<file path="src/rtl/imm_gen_pipe.sv">
// RISC-V immediate decoder with PC-relative target. Decoded entries are held in a
// main (output) register backed by one skid register, so in_ready depends only on local state.
module imm_gen_pipe #(
    parameter int XLEN = 32
) (
    input  logic            clk,
    input  logic            rst,
    input  logic            flush,
    input  logic            in_valid,
    output logic            in_ready,
    input  logic [31:0]     in_instr,
    input  logic [XLEN-1:0] in_pc,
    output logic            out_valid,
    input  logic            out_ready,
    output logic [XLEN-1:0] out_imm,
    output logic [2:0]      out_fmt,
    output logic [XLEN-1:0] out_target,
    output logic [XLEN-1:0] out_pc,
    output logic            out_illegal
);
    typedef enum logic [2:0] {
        FMT_NONE  = 3'd0,
        FMT_I     = 3'd1,
        FMT_S     = 3'd2,
        FMT_B     = 3'd3,
        FMT_U     = 3'd4,
        FMT_J     = 3'd5,
        FMT_SHAMT = 3'd6,
        FMT_CSRI  = 3'd7
    } fmt_e;

    localparam logic [6:0] OPC_LOAD    = 7'b0000011;
    localparam logic [6:0] OPC_JALR    = 7'b1100111;
    localparam logic [6:0] OPC_OPIMM   = 7'b0010011;
    localparam logic [6:0] OPC_OPIMM32 = 7'b0011011;
    localparam logic [6:0] OPC_STORE   = 7'b0100011;
    localparam logic [6:0] OPC_BRANCH  = 7'b1100011;
    localparam logic [6:0] OPC_LUI     = 7'b0110111;
    localparam logic [6:0] OPC_AUIPC   = 7'b0010111;
    localparam logic [6:0] OPC_JAL     = 7'b1101111;
    localparam logic [6:0] OPC_SYSTEM  = 7'b1110011;

    typedef struct packed {
        logic [XLEN-1:0] imm;
        fmt_e            fmt;
        logic [XLEN-1:0] target;
        logic [XLEN-1:0] pc;
        logic            illegal;
    } entry_t;

    logic [6:0]      opcode;
    logic [2:0]      funct3;
    logic            is_shift;
    logic [XLEN-1:0] imm_i, imm_s, imm_b, imm_u, imm_j;
    logic [XLEN-1:0] shamt5, shamt6, zimm;
    entry_t          dec;

    assign opcode   = in_instr[6:0];
    assign funct3   = in_instr[14:12];
    assign is_shift = (funct3 == 3'b001) || (funct3 == 3'b101);

    // Signed size casts give the sign extension; unsigned casts zero-extend.
    assign imm_i  = XLEN'($signed(in_instr[31:20]));
    assign imm_s  = XLEN'($signed({in_instr[31:25], in_instr[11:7]}));
    assign imm_b  = XLEN'($signed({in_instr[31], in_instr[7], in_instr[30:25], in_instr[11:8], 1'b0}));
    assign imm_u  = XLEN'($signed({in_instr[31:12], 12'b0}));
    assign imm_j  = XLEN'($signed({in_instr[31], in_instr[19:12], in_instr[20], in_instr[30:21], 1'b0}));
    assign shamt5 = XLEN'(in_instr[24:20]);
    assign shamt6 = XLEN'(in_instr[25:20]);
    assign zimm   = XLEN'(in_instr[19:15]);

    always_comb begin
        dec    = '0;
        dec.pc = in_pc;
        case (opcode)
            OPC_LOAD, OPC_JALR: begin
                dec.fmt = FMT_I;
                dec.imm = imm_i;
            end
            OPC_OPIMM: begin
                if (is_shift) begin
                    dec.fmt     = FMT_SHAMT;
                    dec.imm     = (XLEN == 32) ? shamt5 : shamt6;
                    // RV32 keeps the 5-bit amount but flags the out-of-range bit.
                    dec.illegal = (XLEN == 32) && in_instr[25];
                end else begin
                    dec.fmt = FMT_I;
                    dec.imm = imm_i;
                end
            end
            OPC_OPIMM32: begin
                if (XLEN == 32) begin
                    dec.illegal = 1'b1;
                end else if (is_shift) begin
                    dec.fmt = FMT_SHAMT;
                    dec.imm = shamt5;
                end else begin
                    dec.fmt = FMT_I;
                    dec.imm = imm_i;
                end
            end
            OPC_STORE: begin
                dec.fmt = FMT_S;
                dec.imm = imm_s;
            end
            OPC_BRANCH: begin
                dec.fmt = FMT_B;
                dec.imm = imm_b;
            end
            OPC_LUI, OPC_AUIPC: begin
                dec.fmt = FMT_U;
                dec.imm = imm_u;
            end
            OPC_JAL: begin
                dec.fmt = FMT_J;
                dec.imm = imm_j;
            end
            OPC_SYSTEM: begin
                if (funct3 inside {3'b101, 3'b110, 3'b111}) begin
                    dec.fmt = FMT_CSRI;
                    dec.imm = zimm;
                end
            end
            default: dec.illegal = 1'b1;
        endcase
        if (dec.fmt == FMT_B || dec.fmt == FMT_J || opcode == OPC_AUIPC)
            dec.target = in_pc + dec.imm;
    end

    entry_t main_q, main_d, skid_q, skid_d;
    logic   main_vld_q, main_vld_d, skid_vld_q, skid_vld_d;
    logic   accept, fire;

    assign in_ready  = !skid_vld_q;
    assign out_valid = main_vld_q;
    assign accept    = in_valid && in_ready && !flush;
    assign fire      = main_vld_q && out_ready;

    // Skid is only ever full while main is full, so an accept never sees skid occupied.
    always_comb begin
        main_d     = main_q;
        skid_d     = skid_q;
        main_vld_d = main_vld_q;
        skid_vld_d = skid_vld_q;
        if (flush) begin
            main_vld_d = 1'b0;
            skid_vld_d = 1'b0;
        end else if (fire && skid_vld_q) begin
            main_d     = skid_q;
            skid_vld_d = 1'b0;
        end else if (accept && (!main_vld_q || fire)) begin
            main_d     = dec;
            main_vld_d = 1'b1;
        end else if (accept) begin
            skid_d     = dec;
            skid_vld_d = 1'b1;
        end else if (fire) begin
            main_vld_d = 1'b0;
        end
    end

    always_ff @(posedge clk or posedge rst) begin
        if (rst) begin
            main_q     <= '0;
            skid_q     <= '0;
            main_vld_q <= 1'b0;
            skid_vld_q <= 1'b0;
        end else begin
            main_q     <= main_d;
            skid_q     <= skid_d;
            main_vld_q <= main_vld_d;
            skid_vld_q <= skid_vld_d;
        end
    end

    assign out_imm     = main_q.imm;
    assign out_fmt     = main_q.fmt;
    assign out_target  = main_q.target;
    assign out_pc      = main_q.pc;
    assign out_illegal = main_q.illegal;

endmodule

</file>
<file path="config.mk">
export PLATFORM = sky130hd
export DESIGN_NAME = imm_gen_pipe
export DESIGN_NICKNAME = d
export VERILOG_FILES = /design/src/rtl/imm_gen_pipe.sv
export SDC_FILE = /design/constraint.sdc
export NUM_CORES = 1
export LEC_CHECK = 0
export ABC_AREA = 1
export CAP_MARGIN = 20
export CORE_MARGIN = 1.5
export CORE_UTILIZATION = 50
export DETAILED_ROUTE_END_ITERATION = 10
export HOLD_SLACK_MARGIN = 0.06
export PLACE_DENSITY = 0.78
export SETUP_SLACK_MARGIN = 0.1
export SYNTH_ARGS = -nofsm -noshare
export SYNTH_HDL_FRONTEND = slang
export SYNTH_SLANG_ARGS = --single-unit
</file>
<file path="constraint.sdc">
create_clock -name clk -period 6.2 [get_ports clk]
set_clock_uncertainty 0.05 [all_clocks]
set_input_delay 0.62 -clock clk [delete_from_list [all_inputs] [get_ports clk]]
set_output_delay 0.62 -clock clk [all_outputs]
set_load 0.05 [all_outputs]
</file>
==> summary by stage, run 1 <==
Outcome
The flow ran to the end, and the final reports show no timing, DRC or antenna violations.

Critical path
In this run the worst path has a maximum fanout of 10. In this run the critical register-to-register path is captured at out_illegal$_DFFE_PP0P_. The critical path in this run is classified as in2reg. The minimum setup slack among reg-to-reg paths is 2.87 ns. The worst setup path is captured at a flip-flop. The launching element type of the critical path is an input port. Data arrives at the worst endpoint at 4.44 ns. For the worst setup path, the data required time is 6.55 ns. The start of the worst register-to-register path is skid_vld_q$_DFFE_PP0P_.

The worst register-to-register path has a depth of 9. The most critical setup path has its startpoint at in_instr[1].

Pwr
The switching share of power is 0.348. The sequential share of power is 0.399. The share of total power dissipated in the clock network is 0.326. Summed over all cells, the static leakage comes to 7.04 nW. Internal power comes to 2.62 mW. The portion of total power attributed to combinational logic is 0.276. The analysis attributes to net switching a power of 1.40 mW.

The power per cell area is 293 nW/um^2. The overall power is 4.02 mW. IR analysis of the VDD net gives a maximum drop of 0.291 mV.

Route
The DRC violation count after routing is 0. The detailed router finished its first iteration with 800 violations. Wires add up to 33800 um. After detailed routing, the average wire length per cell comes to 16.9 um. The number of vias per cell is 5.37.

The via total after detailed routing is 10728. Once detail routing completed, the nets flagged for antenna violations numbered 0. The number of iterations in the first detailed-routing pass is 6.

Job
The max capacitance violation total is 0.

Floorplanning
The floorplan step defined a die boundary enclosing 23100 um^2. Row generation in the floorplan step produced 54 rows. Pin placement for this block handled 171 I/O pins. Measured along the y axis, the die boundary spans 152 um.

The core outline area is 21800 um^2. The chip width is 152 um. The initial standard-cell utilization of the core is 0.509.

STA
The number of pins exceeding their max-slew limit in the final report is 0. The final hold violation count is 0. The setup TNS is 0 ns. The actual slew at the worst max-slew pin is 1.07 ns. The setup violation total in the final timing report is 0.

Setup repair after global routing left no endpoint under its margin. The highest clock frequency the design can meet is 245 MHz. The normalized max-slew margin is 0.285. After layout, the worst setup slack is 2.11 ns. The post-route minimum period is 4.09 ns. Of the available clock period, the critical path in the final layout requires 0.659.

Clocking
The number of sinks driven by the clock tree is 202. The worst-skew pair later-pin latency is 0.51 ns. In this run the number of H-tree levels came out at 1. The clock tree root buffer cell is clkbuf_16. The count of hold buffers inserted by post-cts repair is 0.

The quantity of gates resized following cts is 0. The clock passes through at most 3 buffers. Clock-pin slew was measured on the worst setup and hold paths at 0.06 ns. The number of clock buffers added by TritonCTS is 23. In this run the post-CTS setup repair buffer count came out at 0. The TritonCTS clock tree is yes.

Final layout
The net count of the finished layout is 1801. The repair_antennas step left the layout with diodes totalling 0. The library cell used most frequently in the layout, excluding fill and tap cells, is nand2_1. Summing all non-filler instances in the final layout gives an area of 13700 um^2. The area growth from synthesis to layout is 23.6%.

In the layout the commonest cells are nand2_1, dfrtp_1, clkdlybuf4s50_1, nor2_1, inv_1. The final core utilization is 0.630. Of the cells placed in the final design, the portion with a size suffix greater than 1 is 0.0373.

Yosys
The number of warnings issued by yosys is 0. The number of instances in the synthesized netlist is 1564. The largest area contributor in the netlist is dfrtp_1.

The flip-flop and latch count after synthesis is 202. The part of the Yosys area used for sequential elements is 0.455. The post-synthesis instance area is 11100 um^2. The portion of synthesized cell area occupied by the leading cell type is 0.455.

After synthesis, the cell types taking the most area are dfrtp_1, nand2_1, nor2_1. The mean cell area of the mapped netlist is 7.11 um^2. The number of nets in the synthesized netlist is 1665.

The number of distinct library cells after synthesis is 36.

Place
The post-placement worst setup slack is 1.69 ns. The post-detailed-placement cell area is 13000 um^2. The final weighted congestion in routability-driven placement is 0.927.

In this run the tool buffered the top-level ports with 170 buffer cells. After legalization and detailed placement, the total HPWL measured 24500 um.

Global routing
The number of antenna violations at the first check in global routing is 0. The via count of the first global-routing pass came to 10277. Entering global routing, the biggest net connects 108 pins. The global route total overflow is 0.

The first global-routing pass estimated 55500 um of wire. In the global route stage, overall resource usage came out at 0.297.

Hold path
In this run the worst hold path is classified as in2async.
## worst max-delay path: stages
cell and delay (ns):
clkdlybuf4s50_1 0.45, nand2_1 0.11, nor2_1 0.38, nand2_1 0.32, nand2_1 0.34, inv_1 0.14
o211ai_1 0.30, ha_1 0.34, nand2_1 0.15, inv_1 0.05, a21oi_1 0.37, nor2_1 0.09
nor2_1 0.17, nor2_1 0.07, nor2_1 0.13, nand3_1 0.08, nand3_1 0.10, nand2_1 0.06
nand2_1 0.09, nand2_1 0.05
## area by class of cell
type,count,area [um^2]
fillers,1956,8080
multi-input cells,1160,5310
flip-flops and latches,202,5050
repair buffers,179,1780
clock buffers,33,683
inverters,134,508
well taps,280,350
clock inverters,8,52.6
## how the worst max path moves through the flow
stage | to | slack, ns | cells past startpoint
5_1_grt | skid_q[62]$_DFFE_PP0P_ | 1.75 | 22
2_1_floorplan | out_fmt[0]$_DFFE_PP0P_ | 2.91 | 1
3_3_place_gp | out_target[12]$_DFFE_PP0P_ | 1.64 | 19
6_report | out_target[29]$_DFFE_PP0P_ | 2.11 | 20
3_5_place_dp | out_target[12]$_DFFE_PP0P_ | 1.69 | 19
4_1_cts | out_target[12]$_DFFE_PP0P_ | 2.20 | 19
## per-stage QoR
stage	hold slack (ns)	std cells
2_1_floorplan	0.392	1564
3_3_place_gp	0.403	1955
3_5_place_dp	0.408	1955
4_1_cts	0.423	1996
5_1_grt	0.438	1996
6_report	0.417	1996
## power by group through the flow
stage                     registers (mW)  logic [mW]  clock network, mW
final                               1.60        1.11               1.31
after global routing                1.62        1.19               1.38
after CTS                           1.60        1.11               1.33
after detailed placement            1.62        1.11                  0
after global placement              1.62        1.09                  0
after floorplan                     1.98       0.347                  0
## flip-flops by register name (all words and copies together) (netlist names)
| name | flops |
|---|---|
| out_fmt | 3 |
| out_illegal | 1 |
| out_imm | 32 |
| out_pc | 32 |
| out_target | 32 |
| out_valid | 1 |
| skid_q | 100 |
| skid_vld_q | 1 |
## metal layers
metal,part of all wire,up-vias,routed length (um),track usage
li1,-,5269,-,-
met1,0.44,5042,15000,0.420
met2,0.47,363,15900,0.484
met3,0.060,54,2030,0.0351
met4,0.025,0,859,0.0809
met5,0,-,0,0
## cell families after synthesis
| family | share of synthesized area |
|---|---|
| and+or+nand+nor | 0.302 |
| AOI/OAI and AO/OA | 0.133 |
| buffers and inverters | 0.0688 |
| DFF | 0.455 |
| adders and majority gates | 0.0367 |
| xor gates and xnor gates | 0.00473 |
## synthesized netlist by cell type
cell type  instances
nor2_1           164
xnor2_1            1
nand2_2            1
o31ai_1            1
nand4_1            8
nor2_4             1
nor3_1             7
o21ai_0          106
buf_1              5
nand3b_1           5
nor3_4             1
a21oi_1           95
a21o_1             2
nor3b_1            1
nand2_1          590
nand3_1           63
o21a_1             1
o221ai_1           1
xor2_1             5
o21ai_1            9
nand2b_1           1
or2_2              5
buf_2              5
o21bai_1           7
clkbuf_1          58
a22oi_1            2
and2_1             2
o21ai_2            3
inv_2              4
inv_1            130
o22ai_1            1
o211ai_1           6
a31oi_1           39
ha_1              31
fa_1               1
dfrtp_1          202
No activity file was read; power rests on OpenSTA's default activity.
==> inputs of run 2 (changes only) <==
Clock period 6.2 ns to 3.4 ns, I/O delays scaled along.
==> summary by stage, run 2 (synthesized netlist as in run 1, its figures left out) <==
Global routing
The first-pass GRT wire length was 56400 um (+1.6%). The maximum number of pins on one net before global-route repair is 109 (+0.93%). The global route total overflow is 0 (unchanged). The via count of the first global-routing pass is 11082 (+7.8%). The total routing usage reported by global routing is 0.299 (+0.00236). The number of antenna violations at the first check in global routing is 0 (unchanged).

STA
The normalized max-slew margin is 0.319 (+0.0339). The post-route minimum period is 3.18 ns. The setup violation total in the final timing report is 0 (unchanged). Of the available clock period, the critical path in the final layout requires 0.937. The final hold violation count came to 0 (unchanged). The actual slew at the worst max-slew pin is 1.02 ns (-0.0474 ns). The number of pins exceeding their max-slew limit in the final report is 0 (unchanged). Setup repair after global routing could not meet its margin everywhere. The setup TNS is 0 ns (unchanged).

The highest clock frequency the design can meet is 314 MHz. The worst-case hold slack is 0.371 ns (-0.0462 ns).

Clocking
The clock-pin slew of the registers on the worst-case setup and hold paths is 0.06 ns (about the same). The TritonCTS clock tree is yes. The H-tree level count is 1 (unchanged). The clock tree root buffer cell is clkbuf_16. The maximum buffer depth of the clock tree is 3 (unchanged). The worst-skew pair later-pin latency is 0.51 ns (about the same). The number of sinks driven by the clock tree came to 202 (unchanged). The number of buffers created by CTS came to 22 (-4.3%).

Pwr
The overall power was 7.55 mW (+88%). The static leakage is 7.93 nW (+13%). The sequential share of power is 0.387 (-0.012). The net load switching power is 2.61 mW (+86%). The internal power consumption was 4.94 mW (+89%). The switching share of power is 0.345 (-0.00281). The portion of total power attributed to combinational logic is 0.292 (+0.016). The power per cell area is 484 nW/um^2 (+65%). The relative contribution of the clock network to total power came to 0.321 (-0.005). The peak supply drop was 0.382 mV (+31%).

Final layout
The number of flip-flops under the largest register name is 100 (unchanged). The count of nets after finishing came to 1952 (+8.4%). The number of standard cells in the final layout excluding fillers was 2147 (+7.6%). The post-route cell area was 15600 um^2 (+13%). The area added between synthesis and finish is 40.2%. The antenna diode count is 0 (unchanged).

The top register by number of flip-flops is skid_q. The proportion of layout cells with a drive suffix above 1 is 0.174 (+0.136). In the layout the commonest cells are nand2_1, dfrtp_1, clkdlybuf4s50_1, buf_4, nor2_1. The fill cell instance count of the final layout is 1779 (-9.0%). The most frequent standard cell in the layout excluding fill and tap cells is nand2_1.

Floorplanning
The area enclosed by the die boundary is 23100 um^2 (unchanged). The chip width is 152 um (unchanged). The core outline area is 21800 um^2 (unchanged). The initial standard-cell utilization of the core is 0.509 (unchanged). The count of standard-cell rows is 54 (unchanged). The chip height is 152 um (unchanged). The number of placed I/O pins is 171 (unchanged).

Route
The number of nets with antenna violations after detailed routing is 0 (unchanged). The post-detailed-routing wire length is 35600 um (+5.5%). The number of vias per cell is 5.35 (-0.49%). The number of iterations in the first detailed-routing pass was 7 (+1).

The iteration-0 DRC count of the detailed router was 1009 (+26%). The via total after detailed routing is 11483 (+7.0%). The DRC violation count after routing is 0 (unchanged). The routed length per instance is 16.6 um (-1.9%).

Critical path
The critical path endpoint category is a flip-flop. The data required time of the critical path is 3.74 ns (-2.81 ns). The capturing element of the worst setup path is out_target[15]$_DFFE_PP0P_. The end of the worst register-to-register path is out_target[13]$_DFFE_PP0P_. The maximum fanout along the worst path is 6 (-4). The path depth of the worst reg2reg path is 10 (+1). STA classifies the critical path startpoint as an input port. The start of the worst register-to-register path is skid_vld_q$_DFFE_PP0P_. The arrival time reported for the critical path endpoint is 3.52 ns (-0.92 ns). The minimum setup slack among reg-to-reg paths was 0.95 ns (-1.92 ns).

The startpoint-to-endpoint class of the critical path is in2reg. The critical path starts at in_instr[2].

Place
The final weighted congestion in routability-driven placement came to 0.998 (+7.6%). The placed wire-length estimate came to 25300 um (+3.2%). The post-detailed-placement cell area is 14100 um^2 (+8.7%).

The number of placed instances with taps included came to 2092 (+7.0%). The number of I/O port buffers is 170 (unchanged).

Hold path
The startpoint of the worst hold path is in_valid. In this run the worst hold path is classified as in2reg.

Outcome
The flow ran to the end, and the final reports show no timing, DRC or antenna violations.

Job
The max capacitance violation total is 0 (unchanged).
run 2: cell types whose count changed in the layout (fill, tap and decap cells not counted), sizes merged, moves of 2 or more:
cell and change:
buf +150, clkdlybuf4s50 -3, dlymetal6s2s +3, bufinv +2, inv -2
run 2: cell type report:
type | instances | area (um^2) | share of cell area
inverter | 134 | 508 | 0.0326
tap | 280 | 350 | 0.0225
clock inverter | 8 | 108 | 0.00690
sequential | 202 | 5050 | 0.324
clock buffer | 32 | 628 | 0.0403
timing repair buffer | 330 | 3030 | 0.194
multi-input combinational | 1161 | 5910 | 0.379
run 2: metal layers:
metal / wire length [um] / part of all wire / vias up / GRT usage
met1: 15100 / 0.42 / 5417 / 0.397
met3: 2220 / 0.062 / 75 / 0.0511
met2: 17000 / 0.48 / 412 / 0.488
met5: 0 / 0 / - / 0
met4: 1290 / 0.036 / 0 / 0.122
li1: - / - / 5579 / -
run 2: what timing repair did:
item	in CTS	in global routing
setup buffers	0	13
hold buffers	1	0
gates cloned	0	1
setup endpoints to repair	4	55
resized for setup	3	143
endpoints found under the hold margin	1	0
pin swaps	0	27
run 2: worst min-delay path by stage:
stage,endpoint,cells past startpoint
after global routing,out_valid$_DFFE_PP0P_,3
after CTS,out_valid$_DFFE_PP0P_,3
after global placement,skid_q[2]$_DFFE_PP0P_,2
after detailed placement,skid_q[29]$_DFFE_PP0P_,2
final,out_valid$_DFFE_PP0P_,3
after floorplan,out_valid$_DFFE_PP0P_,1
run 2: worst max-delay path: stages:
cell             delay, ns
clkdlybuf4s50_1       0.48
inv_1                 0.05
nand2_1               0.10
nor2_4                0.06
nand2_1               0.10
inv_1                 0.09
a21oi_2               0.22
o21ai_4               0.11
nand2_4               0.12
o211ai_1              0.17
ha_1                  0.42
nand2_1               0.15
nor2_2                0.17
inv_1                 0.07
nor2_1                0.08
nand2_1               0.07
nand2_2               0.12
xor2_1                0.28
nor2_1                0.09
o21ai_0               0.16
nand2_1               0.07
run 2: stage by stage:
step                setup WS (ns)   util
floorplan                   0.394      -
global placement           -0.523  0.648
detailed placement         -0.492  0.648
CTS                         0.105  0.683
global route              -0.0238  0.714
finish                      0.215  0.714
run 2: power groups by stage:
stage	sequential [mW]	clock [mW]	combinational [mW]
after floorplan	3.61	0	0.632
after global placement	2.94	0	2.09
after detailed placement	2.96	0	2.12
after CTS	2.92	2.46	2.14
after global routing	2.96	2.55	2.34
final	2.92	2.42	2.20
